`src/rtl/pack_cm_if.sv`:
```
// Bus bundle for the Saber cm packer: start/done control, shared-memory
// read port and the packed cm write port.
interface pack_cm_if;
    logic        start;
    logic        done;
    logic        read_base_sel;
    logic [8:0]  read_address;
    logic [63:0] read_data;
    logic [8:0]  write_address;
    logic [63:0] write_data;
    logic        write_en;

    // packer side
    modport slave (
        input  start,
        input  read_data,
        output done,
        output read_base_sel,
        output read_address,
        output write_address,
        output write_data,
        output write_en
    );

    // memory / controller side
    modport master (
        output start,
        output read_data,
        input  done,
        input  read_base_sel,
        input  read_address,
        input  write_address,
        input  write_data,
        input  write_en
    );
endinterface

```
`src/rtl/pack_cm.sv`:
```
// Saber encryption-side ciphertext packer.
// Reads 64 vprime words (four 10-bit lanes each) and 4 message words,
// computes cm = ((v + CM_ROUND - (m << 9)) mod 2^10) >> 6 per coefficient
// and writes 16 words of sixteen packed nibbles.
//
// state | meaning
// IDLE  | waiting for start after reset
// MADDR | message word address presented (bank 1)
// MLOAD | message word captured into m_buf
// VADDR | vprime word address presented (bank 0)
// VLOAD | vprime word captured into v_buf
// CALC  | four lanes packed into cm_buf, v_cnt advances
// WRITE | cm_buf written, write_address advances
// DONE  | run complete, holding results until start
module pack_cm #(
    parameter logic [9:0] CM_ROUND = 10'd0
) (
    input  logic      clk,
    input  logic      rst,
    pack_cm_if.slave  bus
);

    typedef enum logic [2:0] {
        S_IDLE, S_MADDR, S_MLOAD, S_VADDR, S_VLOAD, S_CALC, S_WRITE, S_DONE
    } state_t;

    state_t      r_state;
    state_t      w_next;
    logic [8:0]  r_v_cnt;
    logic [8:0]  r_wr_addr;
    logic [63:0] r_m_buf;
    logic [63:0] r_v_buf;
    logic [63:0] r_cm_buf;

    logic        w_sel;
    logic        w_we;
    logic        w_done;
    logic        w_clr;
    logic [9:0]  w_diff [4];
    logic [15:0] w_cm;
    logic        w_unused_lane_hi;

    // Lanes carry 10-bit coefficients in 16-bit slots; the top six bits are don't-care.
    assign w_unused_lane_hi = ^{r_v_buf[63:58], r_v_buf[47:42], r_v_buf[31:26], r_v_buf[15:10]};

    // State register.
    always_ff @(posedge clk) begin
        if (rst) r_state <= S_IDLE;
        else     r_state <= w_next;
    end

    // Next-state decode and per-state strobes.
    always_comb begin
        w_next = r_state;
        w_sel  = 1'b0;
        w_we   = 1'b0;
        w_done = 1'b0;
        w_clr  = 1'b0;
        case (r_state)
            S_IDLE: begin
                if (bus.start) begin
                    w_next = S_MADDR;
                    w_clr  = 1'b1;
                end
            end
            S_MADDR: begin
                w_sel  = 1'b1;
                w_next = S_MLOAD;
            end
            S_MLOAD: begin
                w_sel  = 1'b1;
                w_next = S_VADDR;
            end
            S_VADDR: w_next = S_VLOAD;
            S_VLOAD: w_next = S_CALC;
            S_CALC:  w_next = (r_v_cnt[1:0] == 2'd3) ? S_WRITE : S_VADDR;
            S_WRITE: begin
                w_we = 1'b1;
                if (r_v_cnt == 9'd64)          w_next = S_DONE;
                else if (r_v_cnt[3:0] == 4'd0) w_next = S_MADDR;
                else                           w_next = S_VADDR;
            end
            S_DONE: begin
                w_done = 1'b1;
                if (bus.start) begin
                    w_next = S_MADDR;
                    w_clr  = 1'b1;
                end
            end
            default: w_next = S_IDLE;
        endcase
    end

    // Per-lane rounding, message subtraction and truncation to 4 bits (all mod 2^10).
    always_comb begin
        w_cm = '0;
        for (int i = 0; i < 4; i++) begin
            w_diff[i] = r_v_buf[16*i +: 10] + CM_ROUND - {r_m_buf[i], 9'd0};
            w_cm[4*i +: 4] = w_diff[i][9:6];
        end
    end

    // Datapath: counters, operand buffers and the packing shift register.
    always_ff @(posedge clk) begin
        if (rst) begin
            r_v_cnt   <= '0;
            r_wr_addr <= '0;
            r_m_buf   <= '0;
            r_v_buf   <= '0;
            r_cm_buf  <= '0;
        end else begin
            if (w_clr) begin
                r_v_cnt   <= '0;
                r_wr_addr <= '0;
            end
            case (r_state)
                S_MLOAD: r_m_buf <= bus.read_data;
                S_VLOAD: r_v_buf <= bus.read_data;
                S_CALC: begin
                    r_cm_buf <= {w_cm, r_cm_buf[63:16]};
                    r_m_buf  <= r_m_buf >> 4;
                    r_v_cnt  <= r_v_cnt + 9'd1;
                end
                S_WRITE: r_wr_addr <= r_wr_addr + 9'd1;
                default: ;
            endcase
        end
    end

    assign bus.read_base_sel = w_sel;
    assign bus.read_address  = w_sel ? {4'd0, r_v_cnt[8:4]} : r_v_cnt;
    assign bus.write_address = r_wr_addr;
    assign bus.write_data    = r_cm_buf;
    assign bus.write_en      = w_we;
    assign bus.done          = w_done;

endmodule

```
`src/flat_wrapper.sv`:
```
// flat-port wrapper written by rule: the top's interface ports become plain ports
module pack_cm_flat 
#(
    parameter logic [9:0] CM_ROUND = 10'd0
)
  (clk, rst, bus_start, bus_read_data, bus_done, bus_read_base_sel, bus_read_address, bus_write_address, bus_write_data, bus_write_en);
  pack_cm_if bus_i ();
  input  logic clk;
  input  logic rst;
  input wire logic [$bits(bus_i.start)-1:0] bus_start;
  input wire logic [$bits(bus_i.read_data)-1:0] bus_read_data;
  output wire logic [$bits(bus_i.done)-1:0] bus_done;
  output wire logic [$bits(bus_i.read_base_sel)-1:0] bus_read_base_sel;
  output wire logic [$bits(bus_i.read_address)-1:0] bus_read_address;
  output wire logic [$bits(bus_i.write_address)-1:0] bus_write_address;
  output wire logic [$bits(bus_i.write_data)-1:0] bus_write_data;
  output wire logic [$bits(bus_i.write_en)-1:0] bus_write_en;
  assign bus_i.start = bus_start;
  assign bus_i.read_data = bus_read_data;
  assign bus_done = bus_i.done;
  assign bus_read_base_sel = bus_i.read_base_sel;
  assign bus_read_address = bus_i.read_address;
  assign bus_write_address = bus_i.write_address;
  assign bus_write_data = bus_i.write_data;
  assign bus_write_en = bus_i.write_en;
  pack_cm #(.CM_ROUND(CM_ROUND)) u_core (.clk(clk), .rst(rst), .bus(bus_i));
endmodule
```
`config.mk`:
```
export PLATFORM = sky130hd
export DESIGN_NAME = pack_cm_flat
export DESIGN_NICKNAME = d
export VERILOG_FILES = /design/src/rtl/pack_cm_if.sv /design/src/rtl/pack_cm.sv /design/src/flat_wrapper.sv
export SDC_FILE = /design/constraint.sdc
export NUM_CORES = 1
export LEC_CHECK = 0
export CORE_MARGIN = 2
export CORE_UTILIZATION = 41
export CTS_CLUSTER_DIAMETER = 30
export DETAILED_ROUTE_END_ITERATION = 10
export PLACE_DENSITY = 0.73
export SLEW_MARGIN = 20
export SYNTH_ARGS = -nofsm -noshare
export SYNTH_HDL_FRONTEND = slang
export SYNTH_SLANG_ARGS = --single-unit
```
`constraint.sdc`:
```
create_clock -name clk -period 4.7 [get_ports clk]
set_input_delay 0.94 -clock clk [delete_from_list [all_inputs] [get_ports clk]]
set_output_delay 0.94 -clock clk [all_outputs]
set_load 0.02 [all_outputs]
```
==> summary.md, run 1 <==
| Metric | Value |
|---|---|
| Setup TNS | 0 ns |
| Fmax | 0.244 GHz |
| Int Power | 2.48 mW |
| Total power | 3.18 mW |
| Detailed-placement wirelength estimate | 10.7 mm |
| Mean Syn Cell Area | 7.92 sq um |
| Max_slew headroom | 0.272 |
| PortBufs | 151 |
| Most frequent cell after synthesis | nand2_1 |
| Mux cell area share after synthesis | 0.00654 |
| Pleak | 2.92 nW |
| Clk buf depth | 2 |
| Number of flops mapped to enable cells by yosys | 0 |
| Number of global-route vias before repair | 5448 |
| Critical path's slowest cell | a21oi_1 |
| Die W | 132 um |
| # IOs | 152 |
| Sequential area share after synthesis | 0.494 |
| GR Util All Layers | 0.189 |
| Combinational power share | 0.072 |
| Die height | 132 um |
| Final WL | 16.6 mm |
| Antenna violations before repair | 0 |
| GPL Wtd Cong | 0.743 |
| Skew final | 0.00802 ns |
| Pin count of the biggest net entering global routing | 123 |
| Worst-Skew Late Latency | 0.42 ns |
| Layout cells sized above 1 | 0.0488 |
| Synth Net Count | 915 |
| # clock sinks | 165 |
| Placed cells | 1148 |
| Final period util | 0.870 |
| Post-synth top cells | 277 x nand2_1, 165 x dfxtp_1, 91 x a21oi_1 |
| Total grt overflow | 0 |
| Final hold violations | 0 |
| Nets | 1021 |
| Clk root buf | clkbuf_16 |
| Sw Ratio | 0.220 |
| Initial detailed-routing violation count | 373 |
| Hold_buf cts | 0 |
| Max Cap Violations | 0 |
| Die Area | 17400 sq um |
| FILL cells | 1532 |
| Area leader, netlist | dfxtp_1 |
| Remaining antenna violation count | 0 |
| Row count | 46 |
| WL/cell | 14.1 um |
| Post-CTS Setup Inserts | 0 |
| Worst path cell trace | nand2b_1, a21oi_1, mux2_2, clkdlybuf4s50_1 |
| Post-route insts no fill | 1180 |
| Power Density | 360 nW/um^2 |
| Layout area overhead | 31.8% |
| Largest family of logic cells by synthesized area | simple AND/OR/NAND/NOR gates |
| Yosys cell types | 47 |
| Post-Synth XOR/XNOR Area | 0.00523 |
| Drt drc | 0 |
| First-pass GRT wire length | 27.4 mm |
| Ant diodes | 0 |
| Top-area cell type share of the netlist area | 0.494 |
| RSZ-0062 raised after global routing | no |
| Simple-gate share of the synthesized area | 0.255 |
| Worst-case vdd ir drop | 0.000251 V |
| Final setup vio count | 0 |
| Post-Synth Adder-Cell Area | 0.00561 |
| H-tree depth | 4 |
| DR pass1 iterations | 5 |
| Gate Count Post-Synth | 845 |
| Ys Warns | 0 |
| Sequential power share | 0.469 |
| Starting density of the core | 0.420 |
| Sw Pwr | 0.700 mW |
| Least-Margin Pin Slew | 1.09 ns |
| TritonCTS clock tree | built |
| Reg clk slew, reported paths | 0.06 ns |
| Clock power frac | 0.459 |
| Largest stage delay, worst path | 0.84 ns |
| Core area | 15900 sq um |
| Status | completed |
| Critical path peak fanout | 18 |
| Hold Path Class | flop to flop |
| Compound-Gate Fraction of Synth Area | 0.183 |
| Post-synth top flop | dfxtp_1 |
| Startpoint Class | flop |
| Largest delay share family, worst path | compound AO/OA/AOI/OAI gates |
| TritonCTS Buffers | 17 |
| Worst setup EP type | output port |
| Fin. max-slew vios | 0 |
| Via/cell ratio | 5.14 |
| CP Class | flop to output port |
| Period minus WS final | 4.09 ns |
| # resized after CTS | 0 |
| Cell Area, Synth | 6690 sq um |
| Main area contributors after synthesis | dfxtp_1 49%, nand2_1 16%, a311oi_1 7.9%, a21oi_1 6.8%, nor2_1 4.7% |
| WP buf/inv | 1 |
| Synth async-reset ratio | 0 |
| Vias | 6064 |
| Synthesized flop and latch total | 165 |
| Worst EP required | 3.76 ns |
| CP arrival | 3.15 ns |
metal layers:
metal | wire, um | track usage
met3 | 885 | 0.0446
met2 | 7230 | 0.278
met5 | 0 | 0
met4 | 167 | 0.0537
met1 | 8350 | 0.277
final timing paths:
path	from	end	slack, ns	cells after the start
setup / recovery	u_core.r_state[1]	bus_read_address[4]	0.61	4
hold / removal	u_core.bus.write_data[4]	u_core.bus.write_data[4]	0.45	2
hold reg to reg	u_core.bus.write_data[4]	u_core.bus.write_data[4]	0.45	2
setup reg to reg	u_core.r_state[0]	u_core.r_m_buf[18]	2.11	5
layout by cell type, fill, tap and decap left out, types with 3 or more instances in the layout:
| cell type | instances |
|---|---|
| clkinv_2 | 3 |
| a21oi_1 | 91 |
| bufinv_16 | 4 |
| buf_4 | 6 |
| a211oi_1 | 7 |
| dfxtp_1 | 165 |
| xnor2_1 | 4 |
| inv_1 | 3 |
| o31ai_1 | 6 |
| nand2_1 | 277 |
| a22oi_1 | 5 |
| mux2_2 | 3 |
| nand4_1 | 5 |
| nor2b_1 | 5 |
| nand3_1 | 12 |
| a311oi_1 | 60 |
| clkbuf_1 | 4 |
| nand2b_1 | 4 |
| ha_1 | 3 |
| o21ai_0 | 5 |
| nor2_1 | 84 |
| a31oi_1 | 3 |
| and3_1 | 4 |
| clkbuf_16 | 17 |
| and4_1 | 3 |
| clkdlybuf4s50_1 | 150 |
power by group through the flow:
stage,clock (mW),sequential (mW),combinational (mW)
2_1_floorplan,0,1.50,0.151
3_3_place_gp,0,1.52,0.226
3_5_place_dp,0,1.52,0.228
4_1_cts,1.48,1.49,0.230
5_1_grt,1.54,1.49,0.254
6_report,1.46,1.49,0.229
flip-flops by register name (all words and copies together), names as in the netlist:
register                  count
u_core.r_m_buf               64
u_core.r_v_cnt                9
u_core.bus.write_data        64
u_core.r_state                3
u_core.bus.write_address      9
u_core.r_v_buf               16
kinds of logic (layout without fill, tap and decap cells):
group,count (synthesis),after routing
and+or+nand+nor,409,409
AOI/OAI and AO/OA,185,185
xor gates and xnor gates,4,4
buffers and inverters,75,194
DFF,165,165
adders and majority gates,3,3
muxes,4,4
stage by stage:
step           setup slack, ns  utilization  area [sq um]  hold WS, ns
2_1_floorplan             2.28            -          6690        0.432
3_3_place_gp              1.25        0.514          8200        0.439
3_5_place_dp              1.10        0.514          8200        0.445
4_1_cts                  0.621        0.553          8820        0.453
5_1_grt                  0.427        0.553          8820        0.470
6_report                 0.610        0.553          8820        0.451
cell type report:
type / instances / area, sq um / share of cell area
Clock buffer: 23 / 468 / 0.0531
Clock inverter: 9 / 150 / 0.0170
Inverter: 5 / 18.8 / 0.00213
Multi-Input combinational cell: 605 / 3050 / 0.346
Sequential cell: 165 / 3300 / 0.375
Tap cell: 216 / 270 / 0.0306
Timing Repair Buffer: 157 / 1560 / 0.177
worst register-to-register path, cell delays in order (launching register included):
cell and delay [ns]:
dfxtp_1 0.70, nand2b_1 0.23, nand2b_4 0.67, buf_4 0.52, nor2_1 0.10, a311oi_1 0.27
No activity file was read; power rests on OpenSTA's default activity.
==> inputs of run 2 (changes only) <==
--- a/config.mk
+++ b/config.mk
@@ -9,6 +9,7 @@
 export CORE_UTILIZATION = 41
 export CTS_CLUSTER_DIAMETER = 30
 export DETAILED_ROUTE_END_ITERATION = 10
+export GPL_TIMING_DRIVEN = 0
 export PLACE_DENSITY = 0.73
 export SLEW_MARGIN = 20
 export SYNTH_ARGS = -nofsm -noshare
==> run 2 against run 1 <==
  * Global-route usage increased by 2.6 points
  * Largest cell class unchanged
  * First-iteration DRC count increased by 8.8%
  * Cell count increased by 5.4%
  * Critical path depth increased by 2
  * Largest power group unchanged
==> summary.md, run 2 (synthesized netlist as in run 1, its figures left out) <==
| Metric | Value |
|---|---|
| Antenna violations before repair | 1 (+1) |
| Total grt overflow | 0 (unchanged) |
| # IOs | 152 (unchanged) |
| FILL cells | 1480 (-3.4%) |
| Post-CTS Setup Inserts | 0 (unchanged) |
| Die Area | 17400 sq um (unchanged) |
| Remaining antenna violation count | 0 (unchanged) |
| WL/cell | 15.1 um (+6.9%) |
| Max Cap Violations | 0 (unchanged) |
| Detailed-placement wirelength estimate | 13.7 mm (+28%) |
| CP arrival | 2.53 ns (-0.62 ns) |
| Status | completed |
| Reg clk slew, reported paths | 0.07 ns (about the same) |
| # resized after CTS | 0 (unchanged) |
| Worst Reg-to-Reg Cells | 5 (unchanged) |
| First-pass GRT wire length | 30.3 mm (+11%) |
| Startpoint Class | flop |
| PortBufs | 151 (unchanged) |
| DR pass1 iterations | 5 (unchanged) |
| Hold WS | 0.453 ns (+0.00147 ns) |
| Max_slew headroom | 0.531 (+0.259) |
| RR Startpoint | u_core.r_state[1] |
| Fmax | 0.289 GHz (+18%) |
| GPL Wtd Cong | 0.819 (+10%) |
| Commonest non-fill, non-tap cell in the layout | nand2_1 |
| Fin. max-slew vios | 0 (unchanged) |
| GR Util All Layers | 0.215 (+0.0264) |
| Layout area overhead | 35.3% |
| Final WL | 18.8 mm (+13%) |
| Critical path peak fanout | 10 (-8) |
| Core area | 15900 sq um (unchanged) |
| Critical R2R Capture | u_core.bus.write_data[62] |
| Hold_buf cts | 0 (unchanged) |
| Skew final | 0.00853 ns (+0.000510 ns) |
| Least-Margin Pin Slew | 0.703 ns (-0.388 ns) |
| Via/cell ratio | 5.17 (+0.55%) |
| Starting density of the core | 0.420 (unchanged) |
| TritonCTS clock tree | built |
| Ant diodes | 0 (unchanged) |
| Worst-case vdd ir drop | 0.000282 V (+12%) |
| Hold path depth | 2 (unchanged) |
| Commonest non-fill, non-tap cells in the layout | 277 x nand2_1, 165 x dfxtp_1, 151 x clkdlybuf4s50_1 |
| Clk buf depth | 2 (unchanged) |
| Worst reg2reg setup slack | 2.93 ns (+0.82 ns) |
| Final period util | 0.737 (-0.133) |
| Worst Hold End | u_core.bus.write_data[50] |
| Pleak | 3.05 nW (+4.1%) |
| Setup TNS | 0 ns (unchanged) |
| Period minus WS final | 3.47 ns (-0.624 ns) |
| Number of global-route vias before repair | 5937 (+9.0%) |
| Pin count of the biggest net entering global routing | 17 (-86%) |
| RSZ-0062 raised after global routing | no |
| Final setup vio count | 0 (unchanged) |
| Initial detailed-routing violation count | 406 (+8.8%) |
| Drt drc | 0 (unchanged) |
| Clk root buf | clkbuf_16 |
| TritonCTS Buffers | 17 (unchanged) |
| Die W | 132 um (unchanged) |
| Vias | 6428 (+6.0%) |
| Worst-Skew Late Latency | 0.42 ns (about the same) |
| Row count | 46 (unchanged) |
| Final hold violations | 0 (unchanged) |
| Power Density | 342 nW/um^2 (-5.1%) |
| Worst setup EP type | output port |
| Nets | 1085 (+6.3%) |
| Die height | 132 um (unchanged) |
| Hold Path Class | flop to flop |
| CP Class | flop to output port |
| Launch point of the worst hold path | u_core.r_v_buf[8] |
| Worst EP required | 3.76 ns (about the same) |
| # clock sinks | 165 (unchanged) |
| Layout cells sized above 1 | 0.0739 (+0.0252) |
| H-tree depth | 4 (unchanged) |
## run 2: worst max path at each step
stage                      start                  end  slack [ns]  cells past startpoint
2_1_floorplan  u_core.r_state[0]  bus_read_address[4]        2.28                      5
3_3_place_gp   u_core.r_state[0]  bus_read_address[4]        1.67                      6
3_5_place_dp   u_core.r_state[0]  bus_read_address[4]        1.71                      6
4_1_cts        u_core.r_state[0]  bus_read_address[4]        1.24                      6
5_1_grt        u_core.r_state[0]  bus_read_address[4]        1.13                      6
6_report       u_core.r_state[0]  bus_read_address[4]        1.23                      6
## run 2: report_power, final
part           internal [mW]  switching, mW
clock                  0.766          0.586
sequential              1.45         0.0288
combinational          0.120          0.141
total                   2.34          0.757
## run 2: metal layers
metal	global-route usage	vias up	wire (um)
li1	-	3224	-
met1	0.291	2969	8910
met2	0.341	209	8460
met3	0.0511	24	1120
met4	0.0688	2	251
met5	0	-	13
## run 2: layout make-up
cell class / count / area (sq um) / area share
buffer: 70 / 324 / 0.0358
clock buffer: 20 / 457 / 0.0504
clock inverter: 12 / 123 / 0.0135
inverter: 5 / 18.8 / 0.00207
multi-input combinational: 605 / 3050 / 0.337
sequential: 165 / 3300 / 0.365
tap: 216 / 270 / 0.0299
timing repair buffer: 151 / 1510 / 0.167
## run 2: worst max-delay path, cell delays in order (launching register included)
cell	delay, ns
dfxtp_1	0.30
buf_4	0.15
nand2b_1	0.18
a21oi_1	0.32
buf_2	0.27
mux2_2	0.35
clkdlybuf4s50_1	0.53
## run 2: per-stage QoR
stage                     setup WS [ns]   util  power (mW)  instances  area [sq um]
after floorplan                    2.28      -        1.66        845          6690
after global placement             1.67  0.532        1.77       1212          8470
after detailed placement           1.71  0.532        1.77       1212          8470
after CTS                          1.24  0.568        3.10       1244          9050
after global routing               1.13  0.568        3.21       1244          9050
final                              1.23  0.568        3.09       1244          9050
==> inputs of run 3 (changes only) <==
==> constraint.sdc (replaced) <==
create_clock -name clk -period 3.3 [get_ports clk]
set_input_delay 0.66 -clock clk [delete_from_list [all_inputs] [get_ports clk]]
set_output_delay 0.66 -clock clk [all_outputs]
set_load 0.02 [all_outputs]
==> results of run 3 <==
The final DEF is identical to that of run 2. Status: completed.
Among the figures that moved: setup slack after placement 1.71 ns -> 0.586 ns; setup slack after layout 1.23 ns -> 0.114 ns; register-to-register setup slack 2.93 ns -> 1.53 ns; total power 3.09 mW -> 4.41 mW; worst IR drop on VDD 0.000282 V -> 0.000402 V
